## src/rtl/ws2812b_pkg.sv

```systemverilog
// Shared types and default 64 MHz timing for the WS2812B serial line driver.
package ws2812b_pkg;

  localparam int unsigned PIXEL_W = 24;

  localparam int unsigned DEF_BIT_CYCLES   = 80;
  localparam int unsigned DEF_T0H_CYCLES   = 26;
  localparam int unsigned DEF_T1H_CYCLES   = 51;
  localparam int unsigned DEF_LATCH_CYCLES = 5120;

  typedef enum logic [1:0] {
    IDLE  = 2'd0,
    HIGH  = 2'd1,
    LOW   = 2'd2,
    LATCH = 2'd3
  } state_e;

endpackage

```

## src/rtl/ws2812b_serializer.sv

```systemverilog
// Serializes one 24-bit GRB pixel per handshake into the WS2812B NRZ waveform,
// optionally followed by the low reset/latch period.
//
// state | meaning
// IDLE  | ready=1, led=0, waiting for valid
// HIGH  | high part of the current bit (T1H or T0H)
// LOW   | low remainder of the bit period
// LATCH | led held low for the latch period, ready=0
module ws2812b_serializer
  import ws2812b_pkg::*;
#(
  parameter int unsigned BIT_CYCLES   = DEF_BIT_CYCLES,
  parameter int unsigned T0H_CYCLES   = DEF_T0H_CYCLES,
  parameter int unsigned T1H_CYCLES   = DEF_T1H_CYCLES,
  parameter int unsigned LATCH_CYCLES = DEF_LATCH_CYCLES
) (
  input  logic               clk,
  input  logic               rst_n,
  input  logic [PIXEL_W-1:0] data_in,
  input  logic               valid,
  input  logic               latch,
  output logic               ready,
  output logic               led
);

  localparam int unsigned CNT_MAX = (BIT_CYCLES > LATCH_CYCLES) ? BIT_CYCLES : LATCH_CYCLES;
  localparam int          CNT_W   = $clog2(CNT_MAX + 1);

  typedef logic [CNT_W-1:0] cnt_t;

  // Terminal counts: each phase lasts (TC + 1) cycles from its entry at count 0.
  localparam cnt_t T0H_TC   = cnt_t'(T0H_CYCLES - 1);
  localparam cnt_t T1H_TC   = cnt_t'(T1H_CYCLES - 1);
  localparam cnt_t T0L_TC   = cnt_t'(BIT_CYCLES - T0H_CYCLES - 1);
  localparam cnt_t T1L_TC   = cnt_t'(BIT_CYCLES - T1H_CYCLES - 1);
  localparam cnt_t LATCH_TC = cnt_t'(LATCH_CYCLES - 1);

  if (!(T0H_CYCLES > 0 && T0H_CYCLES < T1H_CYCLES &&
        T1H_CYCLES < BIT_CYCLES && LATCH_CYCLES >= 1)) begin : g_bad_timing
    $error("ws2812b_serializer: need 0 < T0H < T1H < BIT and LATCH >= 1");
  end

  state_e             state_q, state_d;
  cnt_t               cyc_cnt_q, cyc_cnt_d;
  logic [PIXEL_W-1:0] shift_q, shift_d;
  logic [4:0]         bit_idx_q, bit_idx_d;
  logic               latch_q, latch_d;
  logic               led_q, led_d;
  logic               ready_q, ready_d;

  always_comb begin
    state_d   = state_q;
    cyc_cnt_d = cyc_cnt_q + 1'b1;
    shift_d   = shift_q;
    bit_idx_d = bit_idx_q;
    latch_d   = latch_q;
    led_d     = led_q;
    ready_d   = ready_q;

    case (state_q)
      IDLE: begin
        cyc_cnt_d = '0;
        if (valid && ready_q) begin
          shift_d   = data_in;
          latch_d   = latch;
          bit_idx_d = 5'(PIXEL_W - 1);
          state_d   = HIGH;
          led_d     = 1'b1;
          ready_d   = 1'b0;
        end
      end
      HIGH: begin
        if (cyc_cnt_q == (shift_q[PIXEL_W-1] ? T1H_TC : T0H_TC)) begin
          state_d   = LOW;
          led_d     = 1'b0;
          cyc_cnt_d = '0;
        end
      end
      LOW: begin
        // shift_q still holds the bit just sent, so the low time completes its period.
        if (cyc_cnt_q == (shift_q[PIXEL_W-1] ? T1L_TC : T0L_TC)) begin
          cyc_cnt_d = '0;
          if (bit_idx_q != 5'd0) begin
            shift_d   = {shift_q[PIXEL_W-2:0], 1'b0};
            bit_idx_d = bit_idx_q - 5'd1;
            state_d   = HIGH;
            led_d     = 1'b1;
          end else if (latch_q) begin
            state_d = LATCH;
          end else begin
            state_d = IDLE;
            ready_d = 1'b1;
          end
        end
      end
      LATCH: begin
        if (cyc_cnt_q == LATCH_TC) begin
          state_d   = IDLE;
          ready_d   = 1'b1;
          cyc_cnt_d = '0;
        end
      end
      default: begin
        state_d   = IDLE;
        cyc_cnt_d = '0;
        led_d     = 1'b0;
        ready_d   = 1'b1;
      end
    endcase
  end

  always_ff @(posedge clk or negedge rst_n) begin
    if (!rst_n) begin
      state_q   <= IDLE;
      cyc_cnt_q <= '0;
      shift_q   <= '0;
      bit_idx_q <= '0;
      latch_q   <= 1'b0;
      led_q     <= 1'b0;
      ready_q   <= 1'b1;
    end else begin
      state_q   <= state_d;
      cyc_cnt_q <= cyc_cnt_d;
      shift_q   <= shift_d;
      bit_idx_q <= bit_idx_d;
      latch_q   <= latch_d;
      led_q     <= led_d;
      ready_q   <= ready_d;
    end
  end

  assign led   = led_q;
  assign ready = ready_q;

endmodule
```

## config.mk

```make
export PLATFORM = sky130hd
export DESIGN_NAME = ws2812b_serializer
export DESIGN_NICKNAME = d
export VERILOG_FILES = /design/src/rtl/ws2812b_pkg.sv /design/src/rtl/ws2812b_serializer.sv
export SDC_FILE = /design/constraint.sdc
export NUM_CORES = 1
export LEC_CHECK = 0
export BUFFER_PORTS_ARGS = -buffer_cell sky130_fd_sc_hd__buf_2
export CORE_UTILIZATION = 60
export CTS_BUF_LIST = sky130_fd_sc_hd__clkbuf_2 sky130_fd_sc_hd__clkbuf_4 sky130_fd_sc_hd__clkbuf_8
export CTS_CLUSTER_SIZE = 8
export DETAILED_ROUTE_END_ITERATION = 10
export GPL_ROUTABILITY_DRIVEN = 0
export PLACE_DENSITY = 0.82
export SYNTH_ARGS = -nofsm -noshare
export SYNTH_HDL_FRONTEND = slang
export SYNTH_SLANG_ARGS = --single-unit
```

## constraint.sdc

```tcl
create_clock -name clk -period 4 [get_ports clk]
set_input_delay 0 -clock clk [delete_from_list [all_inputs] [get_ports clk]]
set_output_delay 0 -clock clk [all_outputs]
set_load 0.02 [all_outputs]
```

==> results.md, run 1 <==
STA:
- Timing would allow up to 0.403 GHz.
- The worst pin sits at a relative slew slack of 31.7%.
- The final critical delay including setup and external delays is 2.48 ns.
- Setup repair after global routing left no endpoint under its margin.
- Clock skew on the completed layout was measured at between 0.007 and 0.008 ns.
- The number of setup violations in the final report is 0.
- The max-slew violation count is 0.
- Summed over all failing endpoints, the final setup total negative slack is 0 ns.
- The slew of the pin with the lowest slew margin is 1.02 ns.
- The number of endpoints with negative hold slack in the final report is 0.
- The worst path uses between 60% and 70% of the clock period.

Detailed routing:
- After detailed routing, the average wire length per cell comes to 16.4 µm.
- For this block, wires on met1 add up to 2210 µm.
- In the routed design, unresolved DRC markers number 0.
- Wires add up to 4850 µm.
- Wire segments on met2 add up to 2390 µm in the final route.
- The routed layout has roughly 1700 vias.
- The via-per-instance ratio is 5.87.
- The highest layer used for signal routing is met4.
- The number of DRC markers after the initial detailed-route iteration is ~110.
- Wire segments on met3 add up to ~190 µm in the final route.
- The number of nets with antenna violations after routing is 0.
- The first TritonRoute pass finished after 4 iterations.

Die:
- The site row count is 23.
- The die area is 4670 µm².
- The die is between 60 and 70 µm tall.
- Once the floorplan was initialized, standard cells occupied 64.2% of the core.
- The I/O pin total is 30.
- The die is 68.4 µm wide.
- The area of the placeable core is 4120 µm².

Placed design:
- In this run the tool buffered the top-level ports with 29 buffer cells.
- The HPWL after detailed placement is 3250 µm.

GRT:
- The first global-routing pass estimated 7580 µm of wire.
- Global routing used around 22% of the available tracks across all layers.
- The initial antenna violation count came to 0.
- For this run the aggregate overflow at the end of global routing stands at 0.
- The pin count of the biggest net entering global routing is 48.
- The number of global-route vias before repair is about 1700.

Worst setup path:
- Setup slack on the worst reg-to-reg path comes out at between 1.5 and 2 ns.
- For the worst setup path, the data required time is 4.19 ns.
- The number of gates on the worst path with buffers counted is 4.
- The highest cell delay on the worst timing path is 0.59 ns.
- The critical path contains buffers and inverters numbering 0 combined.
- Walking the worst path, the cells encountered are or4b_4, a2111oi_4, a21o_4, mux2_1.
- The nature of the critical path startpoint is a flip-flop.
- The cell family contributing the most delay on the critical path is compound AO/OA/AOI/OAI gates.
- The number of cells on the worst reg-to-reg path is 4.
- STA classifies the critical path endpoint as a flip-flop.
- The worst setup path is of the flip-flop to flip-flop kind.
- The startpoint of the most critical register-to-register path is cyc_cnt_q[6].
- The library cell contributing the largest single delay on the critical path is sky130_fd_sc_hd__or4b_4.
- At the worst endpoint, the arrival time is 2.67 ns.
- The worst register-to-register path ends at bit_idx_q[0].
- Along the worst path, the maximum fanout reaches 30.

Run status:
- The run finished with clean final reports.

Clock network:
- The number of setup buffers added after CTS is 0.
- The H-tree was split into 2 levels.
- For the worst-skew pair, the clock arrives at the later sink with an insertion delay of 0.30 ns.
- The root buffer cell chosen for the clock tree is sky130_fd_sc_hd__clkbuf_8.
- The largest buffer count on any clock path is 2.
- The count of instances resized after the clock tree is built is 0.
- The TritonCTS buffer count is 5.
- Clock-pin slew was measured on the worst setup and hold paths at 0.09 ns.
- TritonCTS built the clock tree.
- In this run, post-CTS hold repair placed 3 buffers.
- The clock drives 47 sinks.

Cells and area:
- The layout net count is about 280.
- The library cell used most frequently in the layout, excluding fill and tap cells, is sky130_fd_sc_hd__dfrtp_1.
- The count of antenna diodes in the layout is 0.
- Cells fill between 70% and 80% of the core in the end.
- The area growth from synthesis to layout is 10.4%.
- The fraction of layout instances using a drive strength above 1 is 37.0%.
- In the layout the commonest cells are sky130_fd_sc_hd__dfrtp_1 (46), sky130_fd_sc_hd__buf_2 (29), sky130_fd_sc_hd__mux2_2 (24).

Yosys:
- Counting flops and latches in the post-synthesis netlist gives 47.
- The most used flip-flop cell after synthesis is sky130_fd_sc_hd__dfrtp_1.
- The mean cell area of the mapped netlist is roughly 12 µm².
- The synthesized design contains 0 enable-type register cells.
- The number of distinct library cell variants in the gate-level netlist after synthesis is 50.
- The share of the yosys chip area belonging to registers is 44.6%.
- When the netlist entered floorplanning its net count stood at roughly 250.
- The synthesized netlist occupies a cell area of 2640 µm².
- For this run, asynchronously set or reset flops after synthesis account for between 90% and 100%.
- The total number of yosys warnings is 0.
- The number of cells produced by synthesis is 216.

Worst hold path:
- The hold-critical path endpoint is shift_q[21].
- The number of stages on the worst hold path is 3.
- The type of the tightest min-delay check is input pin to flip-flop.
- In this run the most critical hold path is launched from data_in[21].

Run:
- The tool flagged a number of max-cap violations equal to 0.

Pwr:
- For this design the ratio of total power to cell area is 294 nW/µm².
- Across the VDD grid, the largest voltage drop is 0.224 mV.
- The analysis attributes to cell leakage a power of 1.37 nW.
==> cell usage after synthesis, types with 2 or more instances <==
| master | instances | area share (%) |
|---|---|---|
| sky130_fd_sc_hd__a211oi_1 | 3 | 0.85 |
| sky130_fd_sc_hd__a21oi_1 | 12 | 2.3 |
| sky130_fd_sc_hd__a31oi_1 | 4 | 0.95 |
| sky130_fd_sc_hd__and3_1 | 4 | 0.95 |
| sky130_fd_sc_hd__buf_12 | 2 | 1.5 |
| sky130_fd_sc_hd__buf_4 | 2 | 0.57 |
| sky130_fd_sc_hd__clkbuf_1 | 6 | 0.85 |
| sky130_fd_sc_hd__dfrtp_1 | 46 | 44 |
| sky130_fd_sc_hd__ha_1 | 3 | 1.4 |
| sky130_fd_sc_hd__inv_1 | 5 | 0.71 |
| sky130_fd_sc_hd__mux2_1 | 5 | 2.1 |
| sky130_fd_sc_hd__mux2_2 | 24 | 10 |
| sky130_fd_sc_hd__mux2_4 | 20 | 11 |
| sky130_fd_sc_hd__nand2_1 | 11 | 1.6 |
| sky130_fd_sc_hd__nand2b_1 | 3 | 0.71 |
| sky130_fd_sc_hd__nand3_1 | 4 | 0.76 |
| sky130_fd_sc_hd__nand4_1 | 3 | 0.71 |
| sky130_fd_sc_hd__nand4bb_1 | 2 | 0.85 |
| sky130_fd_sc_hd__nor2_1 | 6 | 0.85 |
| sky130_fd_sc_hd__nor2b_1 | 2 | 0.47 |
| sky130_fd_sc_hd__nor3_1 | 6 | 1.1 |
| sky130_fd_sc_hd__nor4_1 | 3 | 0.71 |
| sky130_fd_sc_hd__nor4bb_1 | 2 | 0.76 |
| sky130_fd_sc_hd__o21ai_0 | 2 | 0.38 |
| sky130_fd_sc_hd__o22a_1 | 2 | 0.66 |
| sky130_fd_sc_hd__or2_2 | 2 | 0.47 |
| sky130_fd_sc_hd__xnor2_1 | 5 | 1.7 |
| sky130_fd_sc_hd__xor2_1 | 5 | 1.7 |
==> final cells by class <==
| class | instances | area [µm²] |
|---|---|---|
| multi-input cells | 153 | 1360 |
| flip-flops and latches | 47 | 1180 |
| clock buffers | 6 | 82.6 |
| clock inverters | 2 | 35.0 |
| repair buffers | 33 | 183 |
| well taps | 50 | 62.6 |
| inverters | 5 | 18.8 |
| fillers | 297 | 1200 |
==> sequential cells by signal, summed over array words and instances (netlist names) <==
name / flops
shift_q: 24
cyc_cnt_q: 13
ready: 1
latch_q: 1
led: 1
state_q: 2
bit_idx_q: 5
==> report_power, final <==
| group | internal (mW) | switching, mW |
|---|---|---|
| registers | 0.475 | 0 |
| logic | 0.0112 | 0.0128 |
| clock network | 0.202 | 0.155 |
| total | 0.688 | 0.168 |
==> per-stage QoR <==
stage | setup WS (ns) | cell area, µm² | power (mW) | hold slack [ns] | std cells
floorplan | 1.87 | 2640 | 0.484 | -0.296 | 216
global placement | 1.62 | 2770 | 0.506 | 0.221 | 285
detailed placement | 1.53 | 2770 | 0.507 | 0.234 | 285
CTS | 1.52 | 2920 | 0.864 | 0.0443 | 296
global route | 1.44 | 2920 | 0.883 | 0.0522 | 296
finish | 1.52 | 2920 | 0.856 | 0.0484 | 296
==> per-layer routing <==
layer / up-vias / GRT usage (%)
li1: 850 / -
met3: 7 / 4.50
met1: 846 / 27.9
met4: 0 / 8.07
met2: 34 / 38.0
met5: - / 0
==> worst register-to-register path, delay by kind of cell, from the launching register on <==
family,cells,cell delay (ns)
flip-flops,1,0.45
AO/OA/AOI/OAI,2,0.96
AND/OR/NAND/NOR,1,0.59
multiplexers,1,0.38
==> kinds of logic after synthesis <==
group	count (synthesis)	share of synthesized area [%]
flip-flops	47	44.6
XOR/XNOR	10	3.32
AND/OR/NAND/NOR	54	11.9
adder cells (fa/ha/maj)	3	1.42
multiplexers	50	24.1
AO/OA/AOI/OAI	36	10.6
buffers and inverters	16	4.07
==> worst max path at each step <==
stage / from / endpoint / slack (ns)
floorplan: cyc_cnt_q[6] / bit_idx_q[0] / 1.87
detailed placement: cyc_cnt_q[6] / bit_idx_q[0] / 1.53
global route: cyc_cnt_q[6] / bit_idx_q[0] / 1.44
finish: cyc_cnt_q[6] / bit_idx_q[0] / 1.52
CTS: cyc_cnt_q[6] / bit_idx_q[0] / 1.52
global placement: cyc_cnt_q[6] / shift_q[21] / 1.62
Note: power is estimated with default switching activity, not from simulation.
==> run 2, diff against run 1 <==
- CORE_UTILIZATION: 60 -> 55
- PLACE_DENSITY: 0.82 -> 0.79
- clock period: 4 -> 2.06 ns (I/O delays scaled with it)
==> results.md, run 2 (synthesis gave the netlist of run 1 again) <==
Die:
- The site row count is 24 (+4.3%).
- The area of the placeable core was 4470 µm² (+8.7%).
- The die area is 5080 µm² (+8.8%).
- The I/O pin total is 30 (unchanged).
- The vertical die dimension is 71.3 µm (+4.3%).
- The width of the die came to 71.3 µm (+4.3%).
- The starting density of the core is 59.0% (-5.2 points).

STA:
- The slew of the pin with the lowest slew margin is 0.373 ns (-0.651 ns).
- The final critical-path share of the clock period came to 102% (+40 points).
- The max-slew violation count is 0 (unchanged).
- The final critical delay including setup and external delays is 2.10 ns (-0.379 ns).
- Setup repair after global routing could not meet its margin everywhere.
- The number of endpoints with negative hold slack in the final report is 0 (unchanged).
- The number of setup violations in the final report is 25 (+25).
- The worst setup margin is -0.0437 ns (-1.56 ns).
- The worst max-slew margin expressed relative to the limit is 74.9% (+43 points).
- The largest clock skew in the final design is 0.00602 ns (-0.00112 ns).
- The maximum clock rate came to 0.475 GHz (+18%).

Detailed routing:
- The via-per-instance ratio is 5.76 (-1.9%).
- The number of DRC markers after the initial detailed-route iteration is 118 (+4.4%).
- The first-pass iteration count of the detailed router is 8 (+4).
- The total DRC errors in the routed layout is 4 (+4).
- The number of vias after detailed routing is 1889 (+8.8%).
- The number of nets with antenna violations after routing is 0 (unchanged).
- The average wire per cell in the routed design came to 15.7 µm (-4.0%).
- The post-detailed-routing wire length is 5170 µm (+6.4%).

Worst setup path:
- The worst setup path is launched from a flip-flop.
- The arrival time at the worst endpoint is 2.29 ns (-0.38 ns).
- Walking the worst path, the cells encountered are or4_4, a2111oi_4, a21o_4, buf_12, mux2_4.
- The maximum fanout along the worst path is 13 (-57%).
- The critical path is of the flip-flop to flip-flop type.
- The data required time at the worst endpoint is 2.24 ns (-1.95 ns).
- The library cell contributing the largest single delay on the critical path is sky130_fd_sc_hd__or4_4.
- The highest cell delay on the worst timing path came to 0.57 ns (-0.02 ns).
- STA classifies the critical path endpoint as a flip-flop.

Placed design:
- The port buffer count came to 29 (unchanged).
- The HPWL after detailed placement was 3570 µm (+9.9%).
- The pre-CTS setup slack was -0.0323 ns (-1.56 ns).
- The placed standard-cell area is 3070 µm² (+11%).

Cells and area:
- The library cells used most frequently in the layout, excluding fill and tap cells, are sky130_fd_sc_hd__dfrtp_1 (46), sky130_fd_sc_hd__buf_2 (29), sky130_fd_sc_hd__mux2_4 (25), sky130_fd_sc_hd__buf_4 (25), sky130_fd_sc_hd__mux2_2 (24).
- The area added between synthesis and finish is 22.7%.
- The fraction of the core area covered by cells at the end of the flow is 72.5% (+1.6 points).
- The flip-flop count of the largest register after layout is 24 (unchanged).
- The count of antenna diodes in the layout was 0 (unchanged).
- The fraction of layout instances using a drive strength above 1 is 46.7% (+9.7 points).
- Leaving out fill and tap cells, the most frequent cell in the layout is sky130_fd_sc_hd__dfrtp_1.
- In the final layout, the registers with the most flip-flops are shift_q: 24 flops, cyc_cnt_q: 13 flops, bit_idx_q: 5 flops.
- The most flop-heavy register is shift_q.
- The number of filler instances in the final layout is 312 (+5.1%).
- The layout net count was 306 (+11%).
- The final instance area came to 3240 µm² (+11%).

Pwr:
- The leakage power total is 1.53 nW (+12%).
- The areal power density over the cells came to 482 nW/µm² (+64%).
- The worst vdd rail ir drop is 0.385 mV (+71%).
- The total power draw is 1.56 mW (+83%).

GRT:
- The number of global-route vias before repair was 1912 (+13%).
- The global-route wire length before repair was 8690 µm (+15%).
- The pin count of the biggest net entering global routing was 48 (unchanged).
- The global router's overall resource usage came to 21.7% (-0.69 points).
- The global-route congestion overflow total is 0 (unchanged).
- The initial antenna violation count came to 0 (unchanged).

Clock network:
- The largest buffer count on any clock path is 2 (unchanged).
- The H-tree depth is 2 (unchanged).
- The clock latency of the later-clocked register in the worst-skew pair is 0.30 ns (about the same).
- The clock slew seen by the registers of the worst setup and hold paths is 0.09 ns (about the same).
- The CTS root buffer is sky130_fd_sc_hd__clkbuf_8.
- The number of clock sinks seen by CTS was 47 (unchanged).
- The TritonCTS clock tree is done.
- The TritonCTS buffer count is 5 (unchanged).

Run status:
- The checks that failed: design-rule violations, negative setup slack.
- The run finished, with violations left.

Run:
- The count of maximum capacitance violations is 0 (unchanged).

Worst hold path:
- The type of the tightest min-delay check is input pin to flip-flop.
-- run 2: cell types whose count changed in the layout (fill, tap and decap cells not counted), sizes merged --
cell,change
bufinv,-1
buf,+29
clkbuf,+1
clkinvlp,+1
-- run 2: critical path, delay by kind of cell, from the launching register on --
family,cells,cell delay (ns)
AOI/OAI and AO/OA,2,0.56
muxes,1,0.31
buffers and inverters,1,0.16
DFF,1,0.38
and+or+nand+nor,1,0.57
-- run 2: path summary, 6_finish.rpt --
kind                               startpoint            to  slack [ns]  depth (start not counted)
worst min register to register    shift_q[19]   shift_q[19]        0.52                          1
min in group asynchronous               rst_n  bit_idx_q[3]        0.19                          3
worst max-delay path            cyc_cnt_q[12]    shift_q[6]       -0.04                          5
max in group asynchronous               rst_n         ready        1.57                          3
worst max register to register  cyc_cnt_q[12]    shift_q[6]       -0.04                          5
worst min-delay path              data_in[10]   shift_q[10]        0.06                          3
-- run 2: metal layers --
metal	global-route usage (%)	routed length, µm
met5	0	0
met4	6.44	70
met3	4.92	166
met2	35.1	2500
met1	29.3	2430
-- run 2: final cells by class --
type	instances	area [µm²]	area share (%)
Timing Repair Buffer	63	488	15.1
Tap cell	52	65.1	2.01
Multi-Input combinational cell	153	1390	43.0
Clock buffer	6	82.6	2.55
Inverter	5	18.8	0.579
Clock inverter	2	16.3	0.502
Sequential cell	47	1180	36.3
-- run 2: where the power goes --
| part | internal [mW] | switching, mW | total (mW) |
|---|---|---|---|
| Combinational | 0.0257 | 0.0258 | 0.0515 |
| Clock | 0.274 | 0.316 | 0.591 |
| Sequential | 0.922 | 0 | 0.922 |
-- run 2: through the flow --
step / TNS [ns] / hold slack [ns] / cells
6_report: -0.742 / 0.0577 / 328
5_1_grt: -2.45 / 0.0503 / 328
3_3_place_gp: 0 / 0.00195 / 315
4_1_cts: -0.954 / 0.0547 / 326
2_1_floorplan: -0.695 / -0.296 / 216
3_5_place_dp: -0.665 / 0.00208 / 315
-- run 2: timing repair --
item                                   4_1_cts  5_1_grt
gates resized for setup                      0        4
hold buffers                                 3        0
endpoints found under the hold margin       49        0
gates cloned                                 0        1
setup buffers                                0        1
setup endpoints to repair                   25       37
